**src/rtl/fifo_fwft.sv**
```systemverilog
// First-word-fall-through FIFO with parameterised width and power-of-two depth.
// All entries are usable (wrap-bit pointers); it provides level, thresholds, flush and sticky error flags.
module fifo_fwft #(
  parameter int FIFO_WIDTH   = 8,
  parameter int FIFO_DEPTH   = 4,
  parameter int AFULL_LEVEL  = FIFO_DEPTH - 1,
  parameter int AEMPTY_LEVEL = 1,
  localparam int ADDR_W      = $clog2(FIFO_DEPTH),
  localparam int LVL_W       = ADDR_W + 1
) (
  input  logic                  clk,
  input  logic                  rst,
  input  logic [FIFO_WIDTH-1:0] data_in,
  input  logic                  data_in_en,
  output logic [FIFO_WIDTH-1:0] data_out,
  input  logic                  data_out_en,
  input  logic                  flush,
  input  logic                  err_clr,
  output logic                  full,
  output logic                  empty,
  output logic                  almost_full,
  output logic                  almost_empty,
  output logic [LVL_W-1:0]      level,
  output logic                  overflow,
  output logic                  underflow
);

  localparam logic [LVL_W:0] AFULL_C  = AFULL_LEVEL[LVL_W:0];
  localparam logic [LVL_W:0] AEMPTY_C = AEMPTY_LEVEL[LVL_W:0];

  logic [FIFO_WIDTH-1:0] mem [FIFO_DEPTH];

  logic [LVL_W-1:0] wr_ptr_reg, wr_ptr_next;
  logic [LVL_W-1:0] rd_ptr_reg, rd_ptr_next;
  logic             overflow_reg, overflow_next;
  logic             underflow_reg, underflow_next;
  logic             written_reg, written_next;

  logic wr_accept;
  logic rd_accept;

  // Status is derived only from registered pointers, so there is no path from the enables.
  assign full  = (wr_ptr_reg[ADDR_W-1:0] == rd_ptr_reg[ADDR_W-1:0]) &&
                 (wr_ptr_reg[ADDR_W] != rd_ptr_reg[ADDR_W]);
  assign empty = (wr_ptr_reg == rd_ptr_reg);
  assign level = wr_ptr_reg - rd_ptr_reg;

  assign almost_full  = ({1'b0, level} >= AFULL_C);
  assign almost_empty = ({1'b0, level} <= AEMPTY_C);

  assign wr_accept = data_in_en & ~full & ~flush;
  assign rd_accept = data_out_en & ~empty & ~flush;

  always_comb begin
    wr_ptr_next    = wr_ptr_reg;
    rd_ptr_next    = rd_ptr_reg;
    overflow_next  = overflow_reg;
    underflow_next = underflow_reg;
    written_next   = written_reg | wr_accept;

    if (flush) begin
      wr_ptr_next = '0;
      rd_ptr_next = '0;
    end else begin
      if (wr_accept) wr_ptr_next = wr_ptr_reg + 1'b1;
      if (rd_accept) rd_ptr_next = rd_ptr_reg + 1'b1;
    end

    // A new error event in the same cycle as err_clr keeps the flag set.
    if (data_in_en & full & ~flush) overflow_next = 1'b1;
    else if (err_clr)               overflow_next = 1'b0;

    if (data_out_en & empty & ~flush) underflow_next = 1'b1;
    else if (err_clr)                 underflow_next = 1'b0;
  end

  always_ff @(posedge clk or posedge rst) begin
    if (rst) begin
      wr_ptr_reg    <= '0;
      rd_ptr_reg    <= '0;
      overflow_reg  <= 1'b0;
      underflow_reg <= 1'b0;
      written_reg   <= 1'b0;
    end else begin
      wr_ptr_reg    <= wr_ptr_next;
      rd_ptr_reg    <= rd_ptr_next;
      overflow_reg  <= overflow_next;
      underflow_reg <= underflow_next;
      written_reg   <= written_next;
    end
  end

  // Storage is intentionally not reset.
  always_ff @(posedge clk) begin
    if (wr_accept) mem[wr_ptr_reg[ADDR_W-1:0]] <= data_in;
  end

  // The head word is forced to zero until the first write after reset, so unwritten storage never shows.
  assign data_out = written_reg ? mem[rd_ptr_reg[ADDR_W-1:0]] : '0;

  assign overflow  = overflow_reg;
  assign underflow = underflow_reg;

endmodule

```
**config.mk**
```make
export PLATFORM = sky130hd
export DESIGN_NAME = fifo_fwft
export DESIGN_NICKNAME = d
export VERILOG_FILES = /design/src/rtl/fifo_fwft.sv
export SDC_FILE = /design/constraint.sdc
export NUM_CORES = 1
export LEC_CHECK = 0
export CORE_ASPECT_RATIO = 1.2
export CORE_MARGIN = 1
export CORE_UTILIZATION = 48
export DETAILED_ROUTE_END_ITERATION = 16
export HOLD_SLACK_MARGIN = 0.1
export PLACE_DENSITY = 0.75
export SYNTH_ARGS = -nofsm -noshare
export SYNTH_HDL_FRONTEND = slang
export SYNTH_SLANG_ARGS = --single-unit
```
**constraint.sdc**
```tcl
create_clock -name clk -period 2.09 [get_ports clk]
set_clock_uncertainty 0.15 [all_clocks]
set_input_delay 0.418 -clock clk [delete_from_list [all_inputs] [get_ports clk]]
set_output_delay 0.418 -clock clk [all_outputs]
set_load 0.01 [all_outputs]
```
* Yosys cells after proc, flatten, opt, wreduce, memory -nomap -nowiden
Memories as Yosys holds them, arrays and structs flattened.
Index checks and enable logic that the tools add are counted.
** Cells by class
- Add/sub/neg operators :: 3
- Magnitude comparators :: 2
- Equality and inequality tests :: 3
- Multiplexer cells :: 10
- Bitwise logic cells :: 12
- Reduce and logical (&&, ||, !) cells :: 5
** Operator list (count)
- 3-bit 2-to-1 mux :: 4
- 1-bit bitwise AND :: 8
- 8-bit 2-to-1 mux :: 1
- 2-bit nonzero test :: 4
- 3-bit by 1-bit adder with 3-bit output (second input constant) :: 2
- 1-bit 2-to-1 mux :: 5
- 3-bit equality test :: 1
- 3-bit by 2-bit >= comparator with 1-bit output (second input constant) :: 1
- 3-bit by 1-bit less-or-equal comparator with 1-bit output (second input constant) :: 1
- 1-bit NOT :: 3
- 3-bit subtractor :: 1
- 2-bit equality test :: 1
- 1-bit logical AND :: 1
- 1-bit != test :: 1
- 1-bit OR :: 1
** Storage, ports and cells
- Flip-flop bits (word level) :: 9
- RAM bits :: 32
- Input port bits :: 14
- Logic and storage cells :: 41
- Memories kept :: 1
** Memories
- mem :: depth 4, bits a word 8, read ports 1, clocked after memory_dff 0, wr ports 1, line 31 : logic [FIFO_WIDTH-1:0] mem [FIFO_DEPTH];

* Logic depth before layout (Yosys ltp)
Gate-level depths: netlist of the first run.
- Word-level depth :: 7
- Gate-level depth with buffers :: 7
- Gate-level depth less buffers :: 6

* Least setup slack after synthesis of the first run
OpenSTA, ideal clock, no wires.
- Path type :: reg2out
- Start point :: register wr_ptr_reg[0]
- End point :: output port almost_full
- Arrival :: 1.539 ns
- Slack :: -0.017 ns
- Stages on the path, launching flop included :: 7
- Path through :: dfrtp_1 > inv_1 > ha_1 > inv_1 > fa_1 > xor2_4 > a21o_1
** Between the ends
- Word-level cells in the longest chain between the ends :: 2
** RTL lines
- from (decl) :: line 33 : logic [LVL_W-1:0] wr_ptr_reg, wr_ptr_next;
- from (signal assigned) :: line 85 : wr_ptr_reg <= wr_ptr_next;
- 3-bit subtractor :: line 46 : assign level = wr_ptr_reg - rd_ptr_reg;
- net level[2] :: line 23 : output logic [LVL_W-1:0] level,
- 3-bit by 2-bit >= comparator with 1-bit output :: line 48 : assign almost_full = ({1'b0, level} >= AFULL_C);
- to (decl) :: line 21 : output logic almost_full,
The timed path passes the listed nets, and every way through them passes these cells.

* Worst setup path in the final report of the first run
- Start point :: register wr_ptr_reg[1]
- End point :: output port almost_full
** Between the ends
- Word-level cells in the longest chain between the ends :: 2
** RTL lines (line)
- 3-bit subtractor :: 46
- 3-bit by 2-bit >= comparator with 1-bit output :: 48
No other way between the ends.

==> results of run 1 <==
## path summary, 6_finish.rpt
check	slack (ns)	to	start	cells past startpoint
worst max-delay path	-0.23	almost_full	wr_ptr_reg[1]$_DFFE_PP0P_	5
worst min-delay path	0.28	wr_ptr_reg[0]$_DFFE_PP0P_	rst	2
worst max register to register	0.17	mem[0][3]$_DFFE_PP_	rd_ptr_reg[0]$_DFFE_PP0P_	6
worst min register to register	0.41	overflow$_DFFE_PP0P_	overflow$_DFFE_PP0P_	2
max in group asynchronous	1.21	rd_ptr_reg[0]$_DFFE_PP0P_	rst	2
min in group clk	0.41	overflow$_DFFE_PP0P_	overflow$_DFFE_PP0P_	2
## kinds of logic (layout without fill, tap and decap cells)
kind of cell,Yosys count,after routing,synth area share (%)
AND/OR/NAND/NOR,44,44,14.4
adder cells (fa/ha/maj),8,8,5.50
flip-flops,41,41,60.6
multiplexers,8,8,9.21
XOR/XNOR,2,2,1.85
buffers and inverters,14,78,4.09
AO/OA/AOI/OAI,11,11,4.28
## cell type report
type,count,area (µm²)
clock buffer,5,68.8
clock inverter,3,41.3
fill,292,1260
inverter,8,30.0
multi-input combinational,73,728
sequential,41,1190
tap,54,67.6
timing repair buffer,62,523
## stage by stage
step / instance area [µm²] / total power [mW] / TNS [ns] / hold WS [ns]
detailed placement: 2460 / 2.94 / -2.34 / 0.406
CTS: 2620 / 3.60 / -2.22 / 0.269
global placement: 2460 / 2.89 / -2.13 / 0.374
finish: 2650 / 3.64 / -1.78 / 0.280
global route: 2650 / 3.86 / -2.46 / 0.299
floorplan: 1960 / 2.09 / 0 / 0.0959
## critical path, cell delays in order (launching register included)
cell	delay [ns]
dfrtp_1	0.42
buf_4	0.17
fa_2	0.42
xor2_4	0.17
a21o_1	0.15
buf_2	0.13
## cells in the mapped netlist, drive strengths merged (2+ instances only)
cell / count / area, µm²
edfxtp: 32 / 961
clkbuf: 2 / 11.3
nand4b: 6 / 52.6
and2: 14 / 88.8
a31oi: 3 / 18.8
buf: 4 / 38.8
nor3b: 2 / 15.0
or4: 2 / 15.0
inv: 8 / 30.0
or3: 2 / 12.5
nor2: 4 / 15.0
dfrtp: 9 / 225
mux4: 8 / 180
nand2: 4 / 17.5
nand4: 2 / 12.5
nand3: 3 / 15.0
ha: 7 / 87.6
## what timing repair did
| item | 4_1_cts | 5_1_grt |
|---|---|---|
| endpoints found under the hold margin | 0 | 0 |
| hold buffers | 0 | 0 |
| endpoints found under the setup margin | 15 | 14 |
| gates resized for setup | 67 | 6 |
| buffers inserted | 6 | 1 |
| gates cloned | 0 | 0 |
| pin swaps | 2 | 1 |
## per-layer routing
layer | routed length [µm] | up-vias | track usage [%]
li1 | - | 613 | -
met1 | 1580 | 655 | 22.8
met2 | 2170 | 31 | 35.5
met3 | 122 | 10 | 4.46
met4 | 80 | 0 | 8.79
met5 | 0 | - | 0
## power groups by stage
stage               combinational, mW  clock, mW  sequential [mW]
floorplan                        1.03          0             1.06
global placement                 1.84          0             1.04
detailed placement               1.89          0             1.05
CTS                              1.94      0.625             1.04
global route                     2.16      0.652             1.05
finish                           1.99      0.614             1.04
==> flow_summary.toml, run 1 <==
[placement]
place_hpwl_mm = 2.87
io_buffers = 30
dp_slack_ns = -0.316
gp_congestion = 0.755
place_inst = 231

[drt]
first_iter_violations = 45
routed_wl_mm = 3.96
via_per_inst = 5.32
drc_errors = 0
detail-route-antenna-nets = 0
first_pass_iters = 4
vias = 1309
wl_per_cell_um = 16.1

[sta]
clock.fmax_mhz = 431
setup_viol = 12
fin_ws_ns = -0.230
worst_slew_pin_slew_ns = 0.390
rsz0062_at_grt = "yes"
max_slew_margin_pct = 74.0
min_period_over_period_pct = 111
final-hold-violation-count = 0
maxSlewViolCount = 0
post-route-min-period_ns = 2.32

[synthesis]
yosys_warnings = 0
ys_async_sr_fraction_pct = 22.0
syn_area_mm2 = 0.00196
netlist_instances = 128
synth_edf_count = 32
yosysSeqAreaShare_pct = 60.6
ys_ff_latch = 41
avgSynthCellArea_um2 = 15.3
syn_nets = 150
ys_types = 37
yosys_most_used_dff = "edfxtp_1"

[global_route]
grt_pass1_vias = 1349
grt_max_degree = 18
antenna_found_initial = 0
grt_use_total_pct = 20.1
grt_pass1_wl_mm = 6.20
globalRoute.totalOverflow = 0

[clock_tree]
clk_latency_ns = 0.29
cts_buffer_depth = 2
numCtsBuffers = 5
htree_levels = 2
clock_tree.root_cell = "clkbuf_8"
path_clk_slew_ns = 0.08
cts_sinks = 41
cts_tree = "done"

[pwr]
intPower_mw = 2.45
power.density_mw_per_mm2 = 1380
clock_power_share_pct = 16.9
p_leak_nw = 1.02
power_frac_comb_pct = 54.5
swShare_pct = 32.9
seq_power_share_pct = 28.6
power.switching_mw = 1.20
ir_drop_mv = 0.792

[outcome]
failed_checks = "negative setup slack"
status = "finished, violations left"

[floorplan]
fp-row-count = 25
die_height_um = 71.9
die_w_um = 60.3
die_area_mm2 = 0.00434
initial_core_util_pct = 50.0
pin_count = 31
core-area_mm2 = 0.00391

[final_layout]
final_common_cell = "edfxtp_1"
drive_gt1_share_pct = 40.1
stdcell_count = 246
mostFrequentLayoutCells = "32 x edfxtp_1, 27 x buf_4, 15 x clkdlybuf4s50_1, 10 x buf_6, 9 x and2_1"
nNetsFinal = 213
largest_reg_flops = 32
antennaDiodeCount = 0
syn2layout_area_growth_pct = 35.2
fin_util_pct = 67.7

[job]
cap_violations = 0

[worst_setup_path]
cp.arrival_ns = 1.75
crit_type = "reg2out"
endpoint_kind = "primary output"
crit_fanout = 3
cp-start-kind = "flip-flop"
crit_required_ns = 1.52

[hold_path]
min_path_type = "in2async"
(Power assumes the default switching activity.)
==> run 2, diff against run 1 <==
Settings changed: HOLD_SLACK_MARGIN 0.1 to not set.
==> results of run 2 <==
Same layout as run 1: the final DEF is identical, and so are final timing and power.
==> run 3, diff against run 2 <==
Settings changed: PLACE_DENSITY 0.75 to 0.81.
==> run 3 against run 2 <==
  * The run still ends with negative setup slack left
  * Power grew 7.8%
  * Clock-buffer cell count grew 1
  * Non-clock buffer count grew 2
  * Sequential share of layout area shrank 1.2 points
  * Die area is the same
  * Largest power group unchanged
==> flow_summary.toml, run 3 (synthesized netlist as in run 1, its figures left out) <==
[global_route]
grt_max_degree = 18
grt_pass1_wl_mm = 6.98
grt_pass1_vias = 1392
globalRoute.totalOverflow = 0
grt_use_total_pct = 23.1
antenna_found_initial = 0

[sta]
rsz0062_at_grt = "yes"
maxSlewViolCount = 0
fin_ws_ns = -0.256
fin_setup_tns_ns = -2.19
worst_slew_pin_slew_ns = 0.433
clock.fmax_mhz = 426
setup_viol = 12
max_slew_margin_pct = 71.1
post-route-min-period_ns = 2.35
final-hold-violation-count = 0
min_period_over_period_pct = 112

[worst_setup_path]
slowest_stage = "dfrtp_1"
cp-start-kind = "flip-flop"
crit_fanout = 3
crit_required_ns = 1.52
path_cells = "inv_2, ha_4, inv_2, fa_2, xor2_4, a21o_1, buf_2"
endpoint_kind = "primary output"
crit_type = "reg2out"
path_common_cell = "inv_2"
cp.arrival_ns = 1.78
cp_slowest_stage_delay_ns = 0.41

[drt]
detail-route-antenna-nets = 0
wirelength_met1_mm = 1.72
vias = 1304
drc_errors = 0
highest_layer = "met4"
first_iter_violations = 37
routed_wl_mm = 4.35
via_per_inst = 5.26
wl_per_cell_um = 17.5
route.met3.wl_um = 215
dr_wl_met2_mm = 2.31
first_pass_iters = 4

[placement]
gp_congestion = 0.775
place_hpwl_mm = 2.86
io_buffers = 30
placed_cell_area_mm2 = 0.00242

[floorplan]
die_area_mm2 = 0.00434
initial_core_util_pct = 50.0
die_w_um = 60.3
pin_count = 31
core-area_mm2 = 0.00391
die_height_um = 71.9
fp-row-count = 25

[pwr]
power.density_mw_per_mm2 = 1440
p_leak_nw = 1.05
ir_drop_mv = 1.35

[job]
cap_violations = 0

[final_layout]
drive_gt1_share_pct = 46.4
largest_reg_flops = 32
mostFrequentLayoutCells = "32 x edfxtp_1, 26 x buf_4, 15 x clkdlybuf4s50_1, 14 x buf_6"
final_common_cell = "edfxtp_1"
fill_cells = 273
fin_area_mm2 = 0.00272
nNetsFinal = 215
antennaDiodeCount = 0
syn2layout_area_growth_pct = 38.9

[clock_tree]
clock_tree.root_cell = "clkbuf_8"
clk_latency_ns = 0.30
cts_sinks = 41
cts_tree = "done"
numCtsBuffers = 5
htree_levels = 2
path_clk_slew_ns = 0.08
cts_buffer_depth = 2

[hold_path]
min_path_type = "in2async"

[outcome]
failed_checks = "negative setup slack"
status = "finished, violations left"
## run 3: cell count changes in the layout (fill, tap and decap cells not counted), sizes merged
cell,before,now
clkinvlp,1,0
buf,44,47
dlygate4sd2,2,1
clkbuf,6,7
## run 3: per-layer routing
layer	up-vias	global-route usage [%]
li1	613	-
met1	644	26.8
met2	39	39.1
met3	8	5.17
met4	0	11.9
met5	-	0
## run 3: timing repair
action                                  in CTS  in global routing
buffers inserted                            16                  3
hold buffers                                 0                  0
gates resized for setup                     76                 19
endpoints found under the setup margin      17                 48
pin swaps                                    4                  3
gates cloned                                 0                  0
## run 3: final timing paths
kind,start,to,slack [ns],cells past startpoint
max in group asynchronous,rst,wr_ptr_reg[1]$_DFFE_PP0P_,1.20,2
max reg2reg,wr_ptr_reg[0]$_DFFE_PP0P_,wr_ptr_reg[0]$_DFFE_PP0P_,0.11,9
min,rst,rd_ptr_reg[1]$_DFFE_PP0P_,0.26,2
min in group clk,underflow$_DFFE_PP0P_,underflow$_DFFE_PP0P_,0.39,2
max,wr_ptr_reg[0]$_DFFE_PP0P_,almost_full,-0.26,7
min reg2reg,underflow$_DFFE_PP0P_,underflow$_DFFE_PP0P_,0.39,2
## run 3: layout make-up
| type | count | area, µm² | area share (%) |
|---|---|---|---|
| multi-input combinational | 73 | 759 | 27.9 |
| inverter | 8 | 30.0 | 1.10 |
| clock inverter | 2 | 33.8 | 1.24 |
| sequential | 41 | 1190 | 43.7 |
| clock buffer | 6 | 72.6 | 2.67 |
| tap | 54 | 67.6 | 2.49 |
| timing repair buffer | 64 | 567 | 20.8 |
## run 3: per-stage QoR
step / utilization [%] / power, mW / worst slack (ns) / instances / hold slack [ns]
4_1_cts: 67.8 / 3.72 / -0.258 / 247 / 0.268
5_1_grt: 69.5 / 4.14 / -0.292 / 248 / 0.297
2_1_floorplan: - / 2.09 / 0.0496 / 128 / 0.0959
6_report: 69.5 / 3.93 / -0.256 / 248 / 0.259
3_3_place_gp: 61.9 / 2.89 / -0.283 / 225 / 0.374
3_5_place_dp: 61.9 / 2.97 / -0.344 / 225 / 0.372
## run 3: power breakdown
group / internal (mW) / switching, mW
Clock: 0.353 / 0.277
Combinational: 1.29 / 0.947
Sequential: 0.990 / 0.0700
## run 3: critical path: cells and delay by family, from the launching register on
kind            cells  cell delay, ns
compound gates      1            0.15
xor+xnor            1            0.17
fa+ha+maj           2            0.50
buf+inv             3            0.25
flops               1            0.41
